--- config.mk ---
export PLATFORM = sky130hd
export DESIGN_NAME = lsu_bus_adapter_flat
export DESIGN_NICKNAME = d
export VERILOG_FILES = /design/src/rtl/lsu_bus_adapter_if.sv /design/src/rtl/lsu_bus_adapter.sv /design/src/flat_wrapper.sv
export SDC_FILE = /design/constraint.sdc
export NUM_CORES = 1
export LEC_CHECK = 0
export ABC_AREA = 1
export ABC_CLOCK_PERIOD_IN_PS = 7000
export CORE_MARGIN = 10
export CORE_UTILIZATION = 40
export CTS_CLUSTER_DIAMETER = 80
export CTS_CLUSTER_SIZE = 8
export DETAILED_ROUTE_END_ITERATION = 8
export PLACE_DENSITY_LB_ADDON = 0.08
export SYNTH_ARGS = -nofsm -noshare
export SYNTH_HDL_FRONTEND = slang
export SYNTH_SLANG_ARGS = --single-unit
--- constraint.sdc ---
create_clock -name clk -period 7 [get_ports clk]
set_input_delay 0.7 -clock clk [delete_from_list [all_inputs] [get_ports clk]]
set_output_delay 0.7 -clock clk [all_outputs]
set_load 0.05 [all_outputs]
--- src/rtl/lsu_bus_adapter_if.sv ---
// rtl/lsu_bus_adapter_if.sv - memory op encoding plus pipeline-side and bus-side interfaces of the LSU
package lsu_pkg;
    typedef enum logic [3:0] {
        MEM_NOP = 4'd0,
        MEM_SB  = 4'd1,
        MEM_SH  = 4'd2,
        MEM_SW  = 4'd3,
        MEM_LB  = 4'd4,
        MEM_LH  = 4'd5,
        MEM_LW  = 4'd6,
        MEM_LBU = 4'd7,
        MEM_LHU = 4'd8
    } mem_op_t;
endpackage

interface lsu_req_if #(
    parameter int ADDR_W = 32
);
    logic                req_valid;
    logic                req_ready;
    lsu_pkg::mem_op_t    req_op;
    logic [ADDR_W-1:0]   req_addr;
    logic [31:0]         req_wdata;
    logic                stall;
    logic                resp_valid;
    logic [31:0]         resp_rdata;
    logic                resp_err;

    modport master (
        output req_valid, req_op, req_addr, req_wdata,
        input  req_ready, stall, resp_valid, resp_rdata, resp_err
    );
    modport slave (
        input  req_valid, req_op, req_addr, req_wdata,
        output req_ready, stall, resp_valid, resp_rdata, resp_err
    );
endinterface

interface lsu_mem_if #(
    parameter int ADDR_W = 32,
    parameter int BUS_W  = 32
);
    localparam int NB = BUS_W / 8;

    logic              bus_req;
    logic              bus_we;
    logic [ADDR_W-1:0] bus_addr;
    logic [NB-1:0]     bus_be;
    logic [BUS_W-1:0]  bus_wdata;
    logic              bus_gnt;
    logic              bus_rvalid;
    logic [BUS_W-1:0]  bus_rdata;
    logic              bus_err;

    modport master (
        output bus_req, bus_we, bus_addr, bus_be, bus_wdata,
        input  bus_gnt, bus_rvalid, bus_rdata, bus_err
    );
    modport slave (
        input  bus_req, bus_we, bus_addr, bus_be, bus_wdata,
        output bus_gnt, bus_rvalid, bus_rdata, bus_err
    );
endinterface

--- src/rtl/lsu_bus_adapter.sv ---
// rtl/lsu_bus_adapter.sv - load/store unit bridging the MEM stage to a byte-enabled data bus
// Define LSU_MISALIGN_SPLIT_EN to issue bus-word-crossing misaligned accesses as two beats.
module lsu_bus_adapter #(
    parameter int ADDR_W = 32,
    parameter int BUS_W  = 32
) (
    input  logic      clk,
    input  logic      rst,
    lsu_req_if.slave  req,
    lsu_mem_if.master bus
);
    import lsu_pkg::*;

    localparam int NB    = BUS_W / 8;
    localparam int OFF_W = $clog2(NB);

`ifdef LSU_MISALIGN_SPLIT_EN
    localparam bit SPLIT_EN = 1'b1;
`else
    localparam bit SPLIT_EN = 1'b0;
`endif

    typedef enum logic [2:0] {IDLE, REQ1, WAIT1, REQ2, WAIT2, RESP} state_t;

    function automatic logic [2:0] op_size(input mem_op_t op);
        case (op)
            MEM_SB, MEM_LB, MEM_LBU: return 3'd1;
            MEM_SH, MEM_LH, MEM_LHU: return 3'd2;
            MEM_SW, MEM_LW:          return 3'd4;
            default:                 return 3'd0;
        endcase
    endfunction

    function automatic logic is_store(input mem_op_t op);
        return (op == MEM_SB) || (op == MEM_SH) || (op == MEM_SW);
    endfunction

    function automatic logic is_load(input mem_op_t op);
        return (op == MEM_LB) || (op == MEM_LH) || (op == MEM_LW) ||
               (op == MEM_LBU) || (op == MEM_LHU);
    endfunction

    function automatic logic [31:0] extend(input mem_op_t op, input logic [31:0] raw);
        case (op)
            MEM_LB:  return {{24{raw[7]}}, raw[7:0]};
            MEM_LBU: return {24'd0, raw[7:0]};
            MEM_LH:  return {{16{raw[15]}}, raw[15:0]};
            MEM_LHU: return {16'd0, raw[15:0]};
            MEM_LW:  return raw;
            default: return 32'd0;
        endcase
    endfunction

    state_t            state_q, state_d;
    mem_op_t           op_q;
    logic [ADDR_W-1:0] addr_q;
    logic [31:0]       wdata_q;
    logic [BUS_W-1:0]  lo_q;
    logic [31:0]       rdata_q;
    logic              err_q;

    logic               accept, ld_lo, finish;
    logic [2:0]         in_size, size_q;
    logic               in_misaligned, crosses;
    logic [OFF_W-1:0]   off;
    logic [NB-1:0]      mask;
    logic [2*NB-1:0]    be_wide;
    logic [2*BUS_W-1:0] wd_wide, rd_wide;
    logic [31:0]        rd_raw;
    logic [ADDR_W-1:0]  base;
    logic               active, second, store_q;

    // Lane placement works on a double-width window so the upper half is beat 2.
    always_comb begin
        in_size       = op_size(req.req_op);
        in_misaligned = ((in_size == 3'd2) && req.req_addr[0]) ||
                        ((in_size == 3'd4) && (req.req_addr[1:0] != 2'b00));
        size_q  = op_size(op_q);
        store_q = is_store(op_q);
        off     = addr_q[OFF_W-1:0];
        crosses = (int'(off) + int'(size_q)) > NB;
        base    = {addr_q[ADDR_W-1:OFF_W], {OFF_W{1'b0}}};
        mask    = '0;
        case (size_q)
            3'd1:    mask[0]   = 1'b1;
            3'd2:    mask[1:0] = 2'b11;
            3'd4:    mask[3:0] = 4'b1111;
            default: mask      = '0;
        endcase
        be_wide = {{NB{1'b0}}, mask} << off;
        wd_wide = {{(2*BUS_W-32){1'b0}}, wdata_q} << {off, 3'b000};
        rd_wide = (state_q == WAIT2) ? {bus.bus_rdata, lo_q}
                                     : {{BUS_W{1'b0}}, bus.bus_rdata};
        rd_raw  = 32'(rd_wide >> {off, 3'b000});
    end

    always_comb begin
        state_d = state_q;
        accept  = 1'b0;
        ld_lo   = 1'b0;
        finish  = 1'b0;
        case (state_q)
            IDLE: begin
                if (req.req_valid) begin
                    accept = 1'b1;
                    if ((in_size == 3'd0) || (in_misaligned && !SPLIT_EN))
                        state_d = RESP;
                    else
                        state_d = REQ1;
                end
            end
            REQ1: if (bus.bus_gnt) state_d = WAIT1;
            WAIT1: begin
                if (bus.bus_rvalid) begin
                    if (!bus.bus_err && SPLIT_EN && crosses) begin
                        ld_lo   = 1'b1;
                        state_d = REQ2;
                    end else begin
                        finish  = 1'b1;
                        state_d = RESP;
                    end
                end
            end
            REQ2: if (bus.bus_gnt) state_d = WAIT2;
            WAIT2: begin
                if (bus.bus_rvalid) begin
                    finish  = 1'b1;
                    state_d = RESP;
                end
            end
            RESP:    state_d = IDLE;
            default: state_d = IDLE;
        endcase
    end

    always_ff @(posedge clk or posedge rst) begin
        if (rst) state_q <= IDLE;
        else     state_q <= state_d;
    end

    always_ff @(posedge clk or posedge rst) begin
        if (rst) begin
            op_q    <= MEM_NOP;
            addr_q  <= '0;
            wdata_q <= '0;
            lo_q    <= '0;
            rdata_q <= '0;
            err_q   <= 1'b0;
        end else begin
            if (accept) begin
                op_q    <= req.req_op;
                addr_q  <= req.req_addr;
                wdata_q <= is_store(req.req_op) ? req.req_wdata : 32'd0;
                rdata_q <= '0;
                err_q   <= in_misaligned && !SPLIT_EN;
            end
            if (ld_lo) lo_q <= bus.bus_rdata;
            // A faulted access returns no data, even if a first beat succeeded.
            if (finish) begin
                err_q   <= bus.bus_err;
                rdata_q <= (is_load(op_q) && !bus.bus_err) ? extend(op_q, rd_raw) : 32'd0;
            end
        end
    end

    assign active = (state_q == REQ1) || (state_q == REQ2);
    assign second = (state_q == REQ2);

    assign req.req_ready  = (state_q == IDLE);
    assign req.stall      = (state_q != IDLE) || req.req_valid;
    assign req.resp_valid = (state_q == RESP);
    assign req.resp_rdata = (state_q == RESP) ? rdata_q : 32'd0;
    assign req.resp_err   = (state_q == RESP) && err_q;

    assign bus.bus_req   = active;
    assign bus.bus_we    = active && store_q;
    assign bus.bus_addr  = !active ? '0 : (second ? base + ADDR_W'(NB) : base);
    assign bus.bus_be    = !active ? '0 : (second ? be_wide[2*NB-1:NB] : be_wide[NB-1:0]);
    assign bus.bus_wdata = !(active && store_q) ? '0 :
                           (second ? wd_wide[2*BUS_W-1:BUS_W] : wd_wide[BUS_W-1:0]);
endmodule
--- src/flat_wrapper.sv ---
// flat-port wrapper written by rule: the top's interface ports become plain ports
module lsu_bus_adapter_flat import lsu_pkg::*;
#(
    parameter int ADDR_W = 32,
    parameter int BUS_W  = 32
)
  (clk, rst, req_req_valid, req_req_op, req_req_addr, req_req_wdata, req_req_ready, req_stall, req_resp_valid, req_resp_rdata, req_resp_err, bus_bus_req, bus_bus_we, bus_bus_addr, bus_bus_be, bus_bus_wdata, bus_bus_gnt, bus_bus_rvalid, bus_bus_rdata, bus_bus_err);
  lsu_req_if #(.ADDR_W(ADDR_W)) req_i ();
  lsu_mem_if #(.ADDR_W(ADDR_W), .BUS_W(BUS_W)) bus_i ();
  input  logic clk;
  input  logic rst;
  input wire logic [$bits(req_i.req_valid)-1:0] req_req_valid;
  input wire logic [$bits(req_i.req_op)-1:0] req_req_op;
  input wire logic [$bits(req_i.req_addr)-1:0] req_req_addr;
  input wire logic [$bits(req_i.req_wdata)-1:0] req_req_wdata;
  output wire logic [$bits(req_i.req_ready)-1:0] req_req_ready;
  output wire logic [$bits(req_i.stall)-1:0] req_stall;
  output wire logic [$bits(req_i.resp_valid)-1:0] req_resp_valid;
  output wire logic [$bits(req_i.resp_rdata)-1:0] req_resp_rdata;
  output wire logic [$bits(req_i.resp_err)-1:0] req_resp_err;
  output wire logic [$bits(bus_i.bus_req)-1:0] bus_bus_req;
  output wire logic [$bits(bus_i.bus_we)-1:0] bus_bus_we;
  output wire logic [$bits(bus_i.bus_addr)-1:0] bus_bus_addr;
  output wire logic [$bits(bus_i.bus_be)-1:0] bus_bus_be;
  output wire logic [$bits(bus_i.bus_wdata)-1:0] bus_bus_wdata;
  input wire logic [$bits(bus_i.bus_gnt)-1:0] bus_bus_gnt;
  input wire logic [$bits(bus_i.bus_rvalid)-1:0] bus_bus_rvalid;
  input wire logic [$bits(bus_i.bus_rdata)-1:0] bus_bus_rdata;
  input wire logic [$bits(bus_i.bus_err)-1:0] bus_bus_err;
  assign req_i.req_valid = req_req_valid;
  assign req_i.req_op = req_req_op;
  assign req_i.req_addr = req_req_addr;
  assign req_i.req_wdata = req_req_wdata;
  assign req_req_ready = req_i.req_ready;
  assign req_stall = req_i.stall;
  assign req_resp_valid = req_i.resp_valid;
  assign req_resp_rdata = req_i.resp_rdata;
  assign req_resp_err = req_i.resp_err;
  assign bus_bus_req = bus_i.bus_req;
  assign bus_bus_we = bus_i.bus_we;
  assign bus_bus_addr = bus_i.bus_addr;
  assign bus_bus_be = bus_i.bus_be;
  assign bus_bus_wdata = bus_i.bus_wdata;
  assign bus_i.bus_gnt = bus_bus_gnt;
  assign bus_i.bus_rvalid = bus_bus_rvalid;
  assign bus_i.bus_rdata = bus_bus_rdata;
  assign bus_i.bus_err = bus_bus_err;
  lsu_bus_adapter #(.ADDR_W(ADDR_W), .BUS_W(BUS_W)) u_core (.clk(clk), .rst(rst), .req(req_i), .bus(bus_i));
endmodule
# After elaboration in Yosys (flattened, before gate mapping)
# Memories as Yosys holds them, arrays and structs flattened.
# Cells that the tools add are included.
# word_totals
ramBits	0
rom_bits	96
wordCells	92
out_inout_bits	106
register_bits	104
mem_count	2
latchBits	0
# memory_table
name	depth	word_bits	rd	rd_clocked_by_memory_dff	write_ports	line	source
(name not given)	16	3	1	0	0	lsu_bus_adapter.sv:26	case (op)
(name not given)	16	3	1	0	0	lsu_bus_adapter.sv:26	
# classes
n_eq_ne	25
n_reduce_logical	27
order_cmp	0
multipliers	0
shifts	3
div	0
muxes	28
n_addsub	1
bitwise	0
# op_table
op	n
$mux 32	9
$pmux 32 s5	1
$mux 64	1
$shl 32x5->64	1
$shr 64x5->32	1
$add 32x3->32 const B	1
$eq 4x2->1 const B	4
$eq 4x3->1 const B	4
$mux 3	5
$eq 3x2->1 const B	4
$eq 3x3->1 const B	4
$logic_or 1x1->1	12
$pmux 3 s4	1
$eq 4x1->1 const B	2
$mux 1	8
$mux 4	2
$shl 4x2->8	1
$eq 3x1->1 const B	2
$logic_not 3->1	2
$ne 2x2->1 const B	3
$logic_and 1x1->1	5
$eq 4x4->1 const B	1
$reduce_and 4->1	1
$reduce_bool 2->1	2
6 further kinds	7

# Logic depth before layout (Yosys ltp)
# Gate-level depths: netlist (run 1).
# logic_depth
depth_word	8
ltp_mapped	13
mapped_depth_nobuf	13

# Least setup slack after synthesis (run 1)
# Ideal clock, no wire load.
# synth_path
path_kind	register -> output
from	register u_core.state_q[2]
to	output req_resp_rdata[10]
path_slack_ns	3.434
stages_incl_launch_ff	6
t_arrival_ns	2.866
n_path_buf	1
cell_sequence	dfrtp_1 -> inv_2 -> nor3_1 -> inv_1 -> clkbuf_1 -> nor2_1
# synth_between
elab_chain_cells	2
# synth_lines
element	line	source
from (decl)	lsu_bus_adapter.sv:54	state_t state_q, state_d;
from (signal assigned)	lsu_bus_adapter.sv:138	else state_q <= state_d;
$eq 3x3->1	-	
net req_resp_valid	flat_wrapper.sv:18	output wire logic [$bits(req_i.resp_valid)-1:0] req_resp_valid;
$mux 32	lsu_bus_adapter.sv:172	assign req.resp_rdata = (state_q == RESP) ? rdata_q : 32'd0;
to (decl)	flat_wrapper.sv:19	output wire logic [$bits(req_i.resp_rdata)-1:0] req_resp_rdata;
# The timed path passes the listed nets, and every way through them passes these cells.

# Final worst setup path (run 1)
# layout_path
from	register u_core.state_q[2]
to	output bus_bus_wdata[2]
# layout_between
elab_chain_cells	4
word_cells_on_any_way	6
classes_between	2 x eq/ne; 2 x mux; 2 x reduce/logical
# layout_lines
element	line	source
$eq 3x1->1 / $eq 3x2->1 (equally long branches)	lsu_bus_adapter.sv:166, lsu_bus_adapter.sv:167	
$logic_or 1x1->1	lsu_bus_adapter.sv:166	assign active = (state_q == REQ1) || (state_q == REQ2);
$logic_and 1x1->1	lsu_bus_adapter.sv:179	assign bus.bus_wdata = !(active && store_q) ? '0 :
$mux 32 *	lsu_bus_adapter.sv:179	
to (decl)	flat_wrapper.sv:25	output wire logic [$bits(bus_i.bus_wdata)-1:0] bus_bus_wdata;
# Every way passes the cells marked *; elsewhere a longest branch is shown, timed or not.

==> metrics.log, run 1 <==
[metrics] result of the run: completed
[metrics] min cycle time layout: 4.49 ns
[metrics] Setup Slack @ Placement: 2.99 ns
[metrics] worst path setup slack after routing: 2.51 ns
[metrics] die outline height: 162 µm
[metrics] reg2reg end: u_core.wdata_q[7]
[metrics] horizontal extent of the die: 162 µm
[metrics] final-report hold violation count: 0
[metrics] worst reg2reg path startpoint: u_core.state_q[0]
[metrics] design internal power: 1.73 mW
[metrics] share of flip-flops with an asynchronous set or reset after synthesis: 1.00
[metrics] standard-cell row count: just over 50
[metrics] Placer Congestion: 0.903
[metrics] total negative setup slack: 0 ns
[metrics] final routed wire length divided by cell count: around 17 µm
[metrics] FMAX: 223 MHz
[metrics] Net count, final: between 1500 and 2000
[metrics] hold path cells: 2
[metrics] post-DR vias/cell: 5.10
[metrics] overall via count from detail_route: 8468
[metrics] WP data required: 6.30 ns
[metrics] TritonCTS clock tree: built
[metrics] portion of synthesized cell area occupied by the leading cell type: 0.322
[metrics] reported leakage power: 4.52 nW
[metrics] Post-synth EDFFs: 0
[metrics] post-synthesis instance area: 8080 µm²
[metrics] portion of total power attributed to combinational logic: 0.585
[metrics] routed wire length: 27400 µm
[metrics] clock-pin slew on the worst setup and hold paths: 0.08 ns
[metrics] critical path endpoint category: primary output
[metrics] global-route usage over all layers: 0.204
[metrics] Least-Margin Pin Slew: 1.18 ns
[metrics] number of distinct standard cells referenced by the synthesized netlist: 46
[metrics] number of max-slew violations in the final report: 0
[metrics] Synth Area in Compound Gates: 0.197
[metrics] total overflow reported by the global router: 0
[metrics] largest net degree at the start of global routing: 82
[metrics] CTS Buffer Depth: 2
[metrics] HPWL reported at the end of detailed placement: 20400 µm
[metrics] commonest register cell after synthesis: sky130_fd_sc_hd__dfrtp_1
[metrics] critical path class: flop to primary output
[metrics] RSZ-0062 raised after global routing: no
[metrics] depth of the worst register-to-register path: 10
[metrics] number of placed I/O pins: 212
[metrics] Crit Path Max Fanout: 33
[metrics] Worst VDD drop: 0.210 mV
[metrics] number of optimization iterations in the first detailed-route pass: 5
[metrics] Data arrival, critical path: approximately 3.8 ns
[metrics] Final ANT Viol Nets: 0
[metrics] fraction of power spent switching nets: 0.525
[metrics] crit path launch type: flop
[metrics] sequential area share after synthesis: 0.322
[metrics] maximum level of the CTS H-tree: 3
[metrics] total power after layout: 3.65 mW
[metrics] global-route wire length before repair: 43500 µm
[metrics] initial antenna violation count: 0
[metrics] number of antenna cells inserted: 0
[metrics] proportion of power drawn by flip-flops and latches: 0.259
[metrics] total of cells resized after clock tree synthesis: 0
[metrics] Clock Skews: 0.00860 ns
[metrics] area of the die: 26300 µm²
[metrics] Post-Route Hold Slack: 0.479 ns
[metrics] area share of xor/xnor cells in the synthesized design: 0.00976
[metrics] Area Growth Syn to Fin: 30.1%
[metrics] mean area per synthesized cell: between 6 and 7 µm²
[metrics] power density over the cells: 347 nW/µm²
[metrics] Hold Path Class: flop to flop
[metrics] CTS Hold Bufs: 0
[metrics] utilization of the core after routing: 0.535
[metrics] Worst Hold End: u_core.rdata_q[21]
[metrics] register bit count reported by yosys: 104
[metrics] portion of total power attributed to the clock network: 0.156
[metrics] worst relative slew slack: 0.214
[metrics] Hold Startpoint: u_core.rdata_q[21]
[metrics] total number of yosys warnings: 0
[metrics] Core Footprint: 19700 µm²
[metrics] share of cells above drive strength 1: 0.0752
[metrics] biggest area consumer among synthesized cells: sky130_fd_sc_hd__dfrtp_1
[metrics] endpoints failing setup: 0
[metrics] final worst-path cycle share: 0.641
[metrics] vias in the first global route: 8324
[metrics] number of buffers added on ports: approximately 210
[metrics] count of maximum capacitance violations: 0
[metrics] ranking of synthesized cells by area: sky130_fd_sc_hd__dfrtp_1 32%, sky130_fd_sc_hd__nand2_1 17%, sky130_fd_sc_hd__o21ai_0 7.7%
[metrics] sinks on the clock net: 104
[metrics] initial core utilization: 0.411
[metrics] simple-gate share of the synthesized area: 0.336
[metrics] Root Buffer: sky130_fd_sc_hd__clkbuf_16
[metrics] violation count after the first detailed-routing iteration: 584
[metrics] DRC errors left: 0
[metrics] main combinational cell family by area after synthesis: simple AND/OR/NAND/NOR gates
[metrics] reported net switching power: ~1.9 mW
[metrics] number of setup buffers added after CTS: 0
[metrics] Skew-Pair Late Insertion Delay: ~0.36 ns
[metrics] post-synthesis instance total: between 1000 and 1500
[metrics] number of CTS-inserted buffers: 9
[metrics] r2r setup slk: 4.06 ns
[metrics] mux contribution to synthesized area: 0
[metrics] post-synthesis adder-cell area fraction: 0.0155
-- cell usage in the layout (no fill, tap or decap), types with 2 or more instances in the layout --
master | netlist | layout
sky130_fd_sc_hd__clkdlybuf4s50_1 | 0 | 209
sky130_fd_sc_hd__nor2_1 | 119 | 119
sky130_fd_sc_hd__clkinvlp_4 | 0 | 2
sky130_fd_sc_hd__o21ai_1 | 11 | 11
sky130_fd_sc_hd__bufinv_16 | 0 | 2
sky130_fd_sc_hd__nand3b_1 | 3 | 3
sky130_fd_sc_hd__o22ai_1 | 7 | 7
sky130_fd_sc_hd__nor2_4 | 5 | 5
sky130_fd_sc_hd__nand3_2 | 3 | 3
sky130_fd_sc_hd__inv_2 | 9 | 9
sky130_fd_sc_hd__nand2_2 | 6 | 6
sky130_fd_sc_hd__nand2_4 | 2 | 2
sky130_fd_sc_hd__o21ai_0 | 125 | 125
sky130_fd_sc_hd__nand4_1 | 2 | 2
sky130_fd_sc_hd__buf_4 | 5 | 5
sky130_fd_sc_hd__nand2_1 | 374 | 374
sky130_fd_sc_hd__nor2_2 | 9 | 9
sky130_fd_sc_hd__inv_4 | 1 | 2
sky130_fd_sc_hd__a21oi_1 | 35 | 35
sky130_fd_sc_hd__inv_1 | 147 | 146
sky130_fd_sc_hd__nor4_1 | 2 | 2
sky130_fd_sc_hd__a211oi_1 | 8 | 8
sky130_fd_sc_hd__o21ai_2 | 8 | 8
sky130_fd_sc_hd__or2_2 | 8 | 8
sky130_fd_sc_hd__nand3_4 | 3 | 3
sky130_fd_sc_hd__o22ai_2 | 24 | 24
sky130_fd_sc_hd__conb_1 | 1 | 2
sky130_fd_sc_hd__nand3_1 | 83 | 83
sky130_fd_sc_hd__dfrtp_1 | 104 | 103
sky130_fd_sc_hd__inv_6 | 0 | 2
sky130_fd_sc_hd__xor2_1 | 5 | 5
sky130_fd_sc_hd__a311oi_1 | 8 | 8
sky130_fd_sc_hd__xnor2_1 | 4 | 4
sky130_fd_sc_hd__ha_1 | 10 | 10
sky130_fd_sc_hd__a22oi_1 | 20 | 20
sky130_fd_sc_hd__nor3_1 | 9 | 9
sky130_fd_sc_hd__clkbuf_16 | 0 | 9
-- worst max-delay path, cell delays in order, from the launching register on --
cell                              delay (ns)
sky130_fd_sc_hd__dfrtp_1                0.47
sky130_fd_sc_hd__inv_2                  0.14
sky130_fd_sc_hd__nand3_4                0.29
sky130_fd_sc_hd__nand2_2                0.31
sky130_fd_sc_hd__nand2_1                0.70
sky130_fd_sc_hd__a311oi_1               0.60
sky130_fd_sc_hd__clkdlybuf4s50_1        0.91
-- final cells by class --
class / count / area (µm²)
clock buffers: 9 / 225
clock inverters: 7 / 101
fillers: 2060 / 9140
inverters: 159 / 603
multi-input cells: 903 / 4520
flip-flops and latches: 104 / 2600
well taps: 265 / 332
repair buffers: 214 / 2130
-- synthesized netlist by cell type (9+ instances only) --
master / instances
sky130_fd_sc_hd__a21oi_1: 35
sky130_fd_sc_hd__a22oi_1: 20
sky130_fd_sc_hd__buf_2: 28
sky130_fd_sc_hd__clkbuf_1: 22
sky130_fd_sc_hd__dfrtp_1: 104
sky130_fd_sc_hd__ha_1: 10
sky130_fd_sc_hd__inv_1: 147
sky130_fd_sc_hd__inv_2: 9
sky130_fd_sc_hd__nand2_1: 374
sky130_fd_sc_hd__nand3_1: 83
sky130_fd_sc_hd__nor2_1: 119
sky130_fd_sc_hd__nor2_2: 9
sky130_fd_sc_hd__nor3_1: 9
sky130_fd_sc_hd__o21ai_0: 125
sky130_fd_sc_hd__o21ai_1: 11
sky130_fd_sc_hd__o22ai_2: 24
-- power by group through the flow --
| stage | sequential, mW | combinational (mW) | clock, mW |
|---|---|---|---|
| after global placement | 0.948 | 2.12 | 0 |
| after CTS | 0.942 | 2.14 | 0.582 |
| after detailed placement | 0.953 | 2.13 | 0 |
| final | 0.945 | 2.14 | 0.570 |
| after floorplan | 0.914 | 1.59 | 0 |
| after global routing | 0.973 | 2.35 | 0.607 |
-- per-layer routing --
metal / GRT usage / share of wire / up-vias
li1: - / - / 4269
met1: 0.251 / 0.44 / 3901
met2: 0.344 / 0.48 / 265
met3: 0.0478 / 0.064 / 33
met4: 0.0620 / 0.023 / 0
met5: 0 / 0 / -
-- cells by family after synthesis --
logic type	Yosys count
other	1
AOI/OAI and AO/OA	251
buffers and inverters	225
and+or+nand+nor	631
DFF	104
adders and majority gates	10
xor gates and xnor gates	9
-- how the worst max path moves through the flow --
stage / start / end / slack, ns / cells past startpoint
6_report: u_core.state_q[2] / bus_bus_wdata[2] / 2.51 / 6
2_1_floorplan: u_core.state_q[2] / req_resp_rdata[10] / 3.43 / 5
3_5_place_dp: u_core.state_q[2] / bus_bus_wdata[4] / 2.99 / 6
4_1_cts: u_core.state_q[2] / bus_bus_wdata[2] / 2.57 / 6
5_1_grt: u_core.state_q[2] / bus_bus_wdata[2] / 2.26 / 6
3_3_place_gp: u_core.state_q[2] / bus_bus_wdata[2] / 3.06 / 6
-- per-stage QoR --
stage	instances	cell area, µm²
2_1_floorplan	1232	8080
3_3_place_gp	1645	10200
3_5_place_dp	1645	10200
4_1_cts	1661	10500
5_1_grt	1661	10500
6_report	1661	10500
-- registers in the layout, indices dropped and copies added, names as in the netlist --
register / count
u_core.err_q: 1
u_core.addr_q: 32
u_core.rdata_q: 32
u_core.op_q: 4
u_core.wdata_q: 32
u_core.state_q: 3
No activity file was read; power rests on OpenSTA's default activity.
==> run 2, diff against run 1 <==
ABC_CLOCK_PERIOD_IN_PS = 4200   (was 7000)
clock period = 4.2 ns   (was 7 ns; I/O delays follow)
==> metrics.log, run 2 (same netlist as run 1, synthesis figures left out) <==
[metrics] WP data required: 3.78 ns
[metrics] horizontal extent of the die: 162 µm
[metrics] crit path launch type: flop
[metrics] Hold Startpoint: u_core.rdata_q[28]
[metrics] final routed wire length divided by cell count: 16.5 µm
[metrics] Critical Path Max Stage Delay: 0.86 ns
[metrics] result of the run: completed
[metrics] design area: 10700 µm²
[metrics] global-route wire length before repair: 44200 µm
[metrics] number of setup buffers added after CTS: 0
[metrics] total negative setup slack: 0 ns
[metrics] Final ANT Viol Nets: 0
[metrics] total of cells resized after clock tree synthesis: 0
[metrics] count of maximum capacitance violations: 0
[metrics] die outline height: 162 µm
[metrics] RSZ-0062 raised after global routing: no
[metrics] initial antenna violation count: 1
[metrics] top cell family by delay on the critical path: simple AND/OR/NAND/NOR gates
[metrics] worst reg2reg path startpoint: u_core.addr_q[1]
[metrics] worst relative slew slack: 0.332
[metrics] commonest non-fill, non-tap cell in the layout: sky130_fd_sc_hd__nand2_1
[metrics] total overflow reported by the global router: 0
[metrics] Root Buffer: sky130_fd_sc_hd__clkbuf_16
[metrics] post-DR vias/cell: 5.03
[metrics] standard-cell row count: between 50 and 60
[metrics] critical path endpoint category: primary output
[metrics] HPWL reported at the end of detailed placement: 20500 µm
[metrics] Skew-Pair Late Insertion Delay: 0.37 ns
[metrics] Data arrival, critical path: 3.42 ns
[metrics] number of optimization iterations in the first detailed-route pass: 5
[metrics] number of CTS-inserted buffers: 9
[metrics] final-report hold violation count: 0
[metrics] violation count after the first detailed-routing iteration: 534
[metrics] Placer Congestion: 0.894
[metrics] final worst-path cycle share: 0.914
[metrics] number of max-slew violations in the final report: 0
[metrics] routed wire length: roughly 28000 µm
[metrics] reported leakage power: 4.65 nW
[metrics] Max stage delay cell, worst path: sky130_fd_sc_hd__clkdlybuf4s50_1
[metrics] min cycle time layout: 3.84 ns
[metrics] FMAX: 261 MHz
[metrics] DRC errors left: 0
[metrics] buffers plus inverters on the worst setup path: 2
[metrics] Core Footprint: 19700 µm²
[metrics] Crit Path Max Fanout: 26
[metrics] CTS Hold Bufs: 0
[metrics] CTS Buffer Depth: 2
[metrics] most frequent cells in the layout: 374 x sky130_fd_sc_hd__nand2_1, 181 x sky130_fd_sc_hd__clkdlybuf4s50_1, 146 x sky130_fd_sc_hd__inv_1
[metrics] Area Growth Syn to Fin: 32.3%
[metrics] power density over the cells: between 500 and 600 nW/µm²
[metrics] area of the die: 26300 µm²
[metrics] Least-Margin Pin Slew: 1.00 ns
[metrics] Worst Setup SP: u_core.state_q[2]
[metrics] TritonCTS clock tree: built
[metrics] Net count, final: roughly 1500
[metrics] sinks on the clock net: between 100 and 150
[metrics] cells along the critical path: inv_2 > nand3_4 > nand2_2 > nand2_1 > a311oi_1 > clkdlybuf4s50_1
[metrics] number of buffers added on ports: 209
[metrics] overall via count from detail_route: approximately 8400
[metrics] Hold Path Class: flop to flop
[metrics] critical path class: flop to primary output
[metrics] placed cell area: 10400 µm²
[metrics] share of cells above drive strength 1: 0.0998
[metrics] Worst VDD drop: 0.325 mV
[metrics] endpoints failing setup: 0
[metrics] Regs by FF count: u_core.addr_q: 32 flops, u_core.rdata_q: 32 flops, u_core.wdata_q: 32 flops
[metrics] clock-pin slew on the worst setup and hold paths: 0.08 ns
[metrics] maximum level of the CTS H-tree: 3
[metrics] vias in the first global route: 8418
[metrics] initial core utilization: 0.411
[metrics] Clock Skews: about 0.0065 ns
[metrics] largest net degree at the start of global routing: 84
[metrics] global-route usage over all layers: 0.207
[metrics] number of placed I/O pins: 212
==> run 2: changes by cell type in the layout (fill, tap and decap cells not counted), sizes merged <==
| cell | change |
|---|---|
| buf | +35 |
| clkdlybuf4s50 | -28 |
| bufinv | -2 |
| clkinv | +1 |
| diode | +1 |
| inv | +1 |
==> run 2: area by class of cell <==
type / instances / area (µm²)
Sequential cell: 104 / 2600
Inverter: 159 / 603
Tap cell: 265 / 332
Fill cell: 2027 / 8970
Multi-Input combinational cell: 903 / 4520
Clock inverter: 7 / 63.8
Antenna cell: 1 / 2.50
Timing Repair Buffer: 221 / 2340
Clock buffer: 9 / 225
==> run 2: through the flow <==
step            util  instances  setup WS [ns]  hold slack (ns)  power (mW)
5_1_grt        0.544       1669          0.159            0.506        6.51
2_1_floorplan      -       1232          0.914            0.449        4.17
3_3_place_gp   0.529       1652          0.807            0.464        5.15
6_report       0.544       1669          0.361            0.480        6.03
4_1_cts        0.543       1668          0.311            0.485        6.05
3_5_place_dp   0.529       1652          0.717            0.465        5.17
==> run 2: worst reg2reg max path, stage by stage, from the launching register on <==
cell                      delay [ns]
sky130_fd_sc_hd__dfrtp_1        0.81
sky130_fd_sc_hd__inv_2          0.40
sky130_fd_sc_hd__buf_4          0.36
sky130_fd_sc_hd__o21ai_4        0.22
sky130_fd_sc_hd__nand3_4        0.26
sky130_fd_sc_hd__nand2_1        0.15
sky130_fd_sc_hd__nand2_1        0.08
sky130_fd_sc_hd__o21ai_1        0.09
==> run 2: path summary, 6_finish.rpt <==
path / to / slack, ns / cells after the start
worst min register to register: u_core.rdata_q[28] / 0.48 / 2
min in group asynchronous: u_core.wdata_q[27] / 0.52 / 2
max in group asynchronous: u_core.rdata_q[26] / 2.82 / 3
worst max register to register: u_core.rdata_q[10] / 1.77 / 7
worst max-delay path: bus_bus_wdata[3] / 0.36 / 6
worst min-delay path: u_core.rdata_q[28] / 0.48 / 2
==> run 2: where the power goes <==
group	internal (mW)	switching, mW	total (mW)
logic	1.11	2.42	3.52
registers	1.30	0.347	1.64
clock network	0.416	0.447	0.863
==> run 2: routing by layer <==
metal	wire, µm	GRT usage	up-vias
met2	13500	0.355	256
met5	0	0	-
met4	777	0.0782	0
li1	-	-	4278
met3	1680	0.0483	40
met1	11600	0.245	3820
==> run 3, diff against run 2 <==
CORE_UTILIZATION = 50   (was 40)
==> metrics.log, run 3 (same netlist as run 1, synthesis figures left out) <==
[metrics] Post-Route Hold Slack: 0.482 ns
[metrics] Placer Congestion: 0.915
[metrics] WP data required: 3.78 ns
[metrics] routed length on met3: 2350 µm
[metrics] routed wire length: 26600 µm
[metrics] CTS Buffer Depth: 2
[metrics] number of buffers added on ports: 209
[metrics] overall via count from detail_route: 8668
[metrics] global-route wire length before repair: 43000 µm
[metrics] Worst Setup SP: u_core.state_q[2]
[metrics] total power after layout: 5.99 mW
[metrics] number of max-slew violations in the final report: 0
[metrics] commonest non-fill, non-tap cell in the layout: sky130_fd_sc_hd__nand2_1
[metrics] worst path setup slack after routing: between 0.6 and 0.7 ns
[metrics] Hold Startpoint: u_core.rdata_q[28]
[metrics] Final ANT Viol Nets: 0
[metrics] number of setup buffers added after CTS: 0
[metrics] detailed-route wire length on metal 1: 10500 µm
[metrics] Area Growth Syn to Fin: 31.1%
[metrics] number of placed I/O pins: 212
[metrics] Crit Path Max Fanout: 32
[metrics] share of cells above drive strength 1: 0.0959
[metrics] total of cells resized after clock tree synthesis: 0
[metrics] initial core utilization: 0.509
[metrics] top routing layer in use: met4
[metrics] final-report hold violation count: 0
[metrics] total overflow reported by the global router: 0
[metrics] number of CTS-inserted buffers: 9
[metrics] horizontal extent of the die: 147 µm
[metrics] result of the run: completed
[metrics] Clock Skews: 0.00555 ns
[metrics] count of maximum capacitance violations: 0
[metrics] met2 layer wire length in the routed design: about 13000 µm
[metrics] final worst-path cycle share: 0.850
[metrics] FMAX: about 280 MHz
[metrics] die outline height: 147 µm
[metrics] power density over the cells: 565 nW/µm²
[metrics] maximum level of the CTS H-tree: 3
[metrics] final routed wire length divided by cell count: 16.5 µm
[metrics] post-DR vias/cell: 5.37
[metrics] vias in the first global route: 8339
[metrics] Net count, final: 1509
[metrics] Hold Path Class: flop to flop
[metrics] Least-Margin Pin Slew: 1.06 ns
[metrics] worst relative slew slack: 0.291
[metrics] TritonCTS clock tree: built
[metrics] number of placed instances, taps included: 1598
[metrics] CTS Hold Bufs: 0
[metrics] standard-cell row count: 46
[metrics] min cycle time layout: ~3.6 ns
[metrics] DRC errors left: 0
[metrics] placed cell area: 10300 µm²
[metrics] utilization of the core after routing: 0.667
[metrics] number of optimization iterations in the first detailed-route pass: 7
[metrics] area of the die: 21600 µm²
[metrics] Regs by FF count: u_core.addr_q: 32 flops, u_core.rdata_q: 32 flops, u_core.wdata_q: 32 flops
[metrics] Skew-Pair Late Insertion Delay: 0.35 ns
[metrics] largest net degree at the start of global routing: 84
[metrics] endpoints failing setup: 0
[metrics] Core Footprint: around 16000 µm²
[metrics] Final Non-Filler Cells: approximately 1600
[metrics] RSZ-0062 raised after global routing: no
[metrics] most frequent cells in the layout: 374 x sky130_fd_sc_hd__nand2_1, 181 x sky130_fd_sc_hd__clkdlybuf4s50_1, 146 x sky130_fd_sc_hd__inv_1
[metrics] worst reg2reg path startpoint: u_core.addr_q[1]
[metrics] Setup Slack @ Placement: 1.06 ns
[metrics] Data arrival, critical path: 3.15 ns
[metrics] initial antenna violation count: 2
[metrics] total negative setup slack: 0 ns
[metrics] global-route usage over all layers: 0.240
[metrics] design area: between 10000 and 15000 µm²
[metrics] violation count after the first detailed-routing iteration: 614
[metrics] critical path endpoint category: primary output
[metrics] critical path class: flop to primary output
[metrics] reported leakage power: 4.63 nW
[metrics] HPWL reported at the end of detailed placement: ~19000 µm
[metrics] clock-pin slew on the worst setup and hold paths: 0.07 ns
[metrics] crit path launch type: flop
[metrics] Worst VDD drop: 0.369 mV
[metrics] Root Buffer: sky130_fd_sc_hd__clkbuf_16
[metrics] sinks on the clock net: 104
-- run 3: cell types whose count changed in the layout (fill, tap and decap cells not counted), sizes merged --
cell / delta
buf: -5
clkinv: +1
clkbuf: +2
clkinvlp: -2
inv: -2
-- run 3: worst paths after layout --
kind | end | cells after the start | slack (ns)
max in group asynchronous | u_core.state_q[2] | 3 | 2.62
worst max-delay path | bus_bus_addr[4] | 6 | 0.63
worst max register to register | u_core.rdata_q[10] | 7 | 1.73
min in group asynchronous | u_core.addr_q[25] | 2 | 0.69
worst min register to register | u_core.rdata_q[28] | 2 | 0.48
worst min-delay path | u_core.rdata_q[28] | 2 | 0.48
-- run 3: power by group --
part           leakage [nW]  internal (mW)  switching [mW]
Clock                 0.142          0.434           0.397
Sequential             1.38           1.30           0.342
Combinational          3.11           1.09            2.42
-- run 3: worst max-delay path, stage by stage (launching register included) --
cell and delay, ns:
sky130_fd_sc_hd__dfrtp_1 0.47, sky130_fd_sc_hd__inv_2 0.15, sky130_fd_sc_hd__nand3_4 0.29, sky130_fd_sc_hd__inv_2 0.57, sky130_fd_sc_hd__nand3_1 0.13, sky130_fd_sc_hd__a21oi_1 0.30
sky130_fd_sc_hd__clkdlybuf4s50_1 0.87
-- run 3: cell type report --
cell class | instances | area [µm²]
inverter | 159 | 603
antenna | 1 | 2.50
sequential | 104 | 2600
multi-input combinational | 903 | 4520
clock inverter | 4 | 27.5
clock buffer | 11 | 253
tap | 216 | 270
timing repair buffer | 216 | 2310
fill | 1484 | 5300
-- run 3: routing by layer --
metal / GRT usage / vias to the layer above
met2: 0.410 / 311
met3: 0.0719 / 38
met1: 0.284 / 4053
met4: 0.0738 / 0
li1: - / 4266
met5: 0 / -
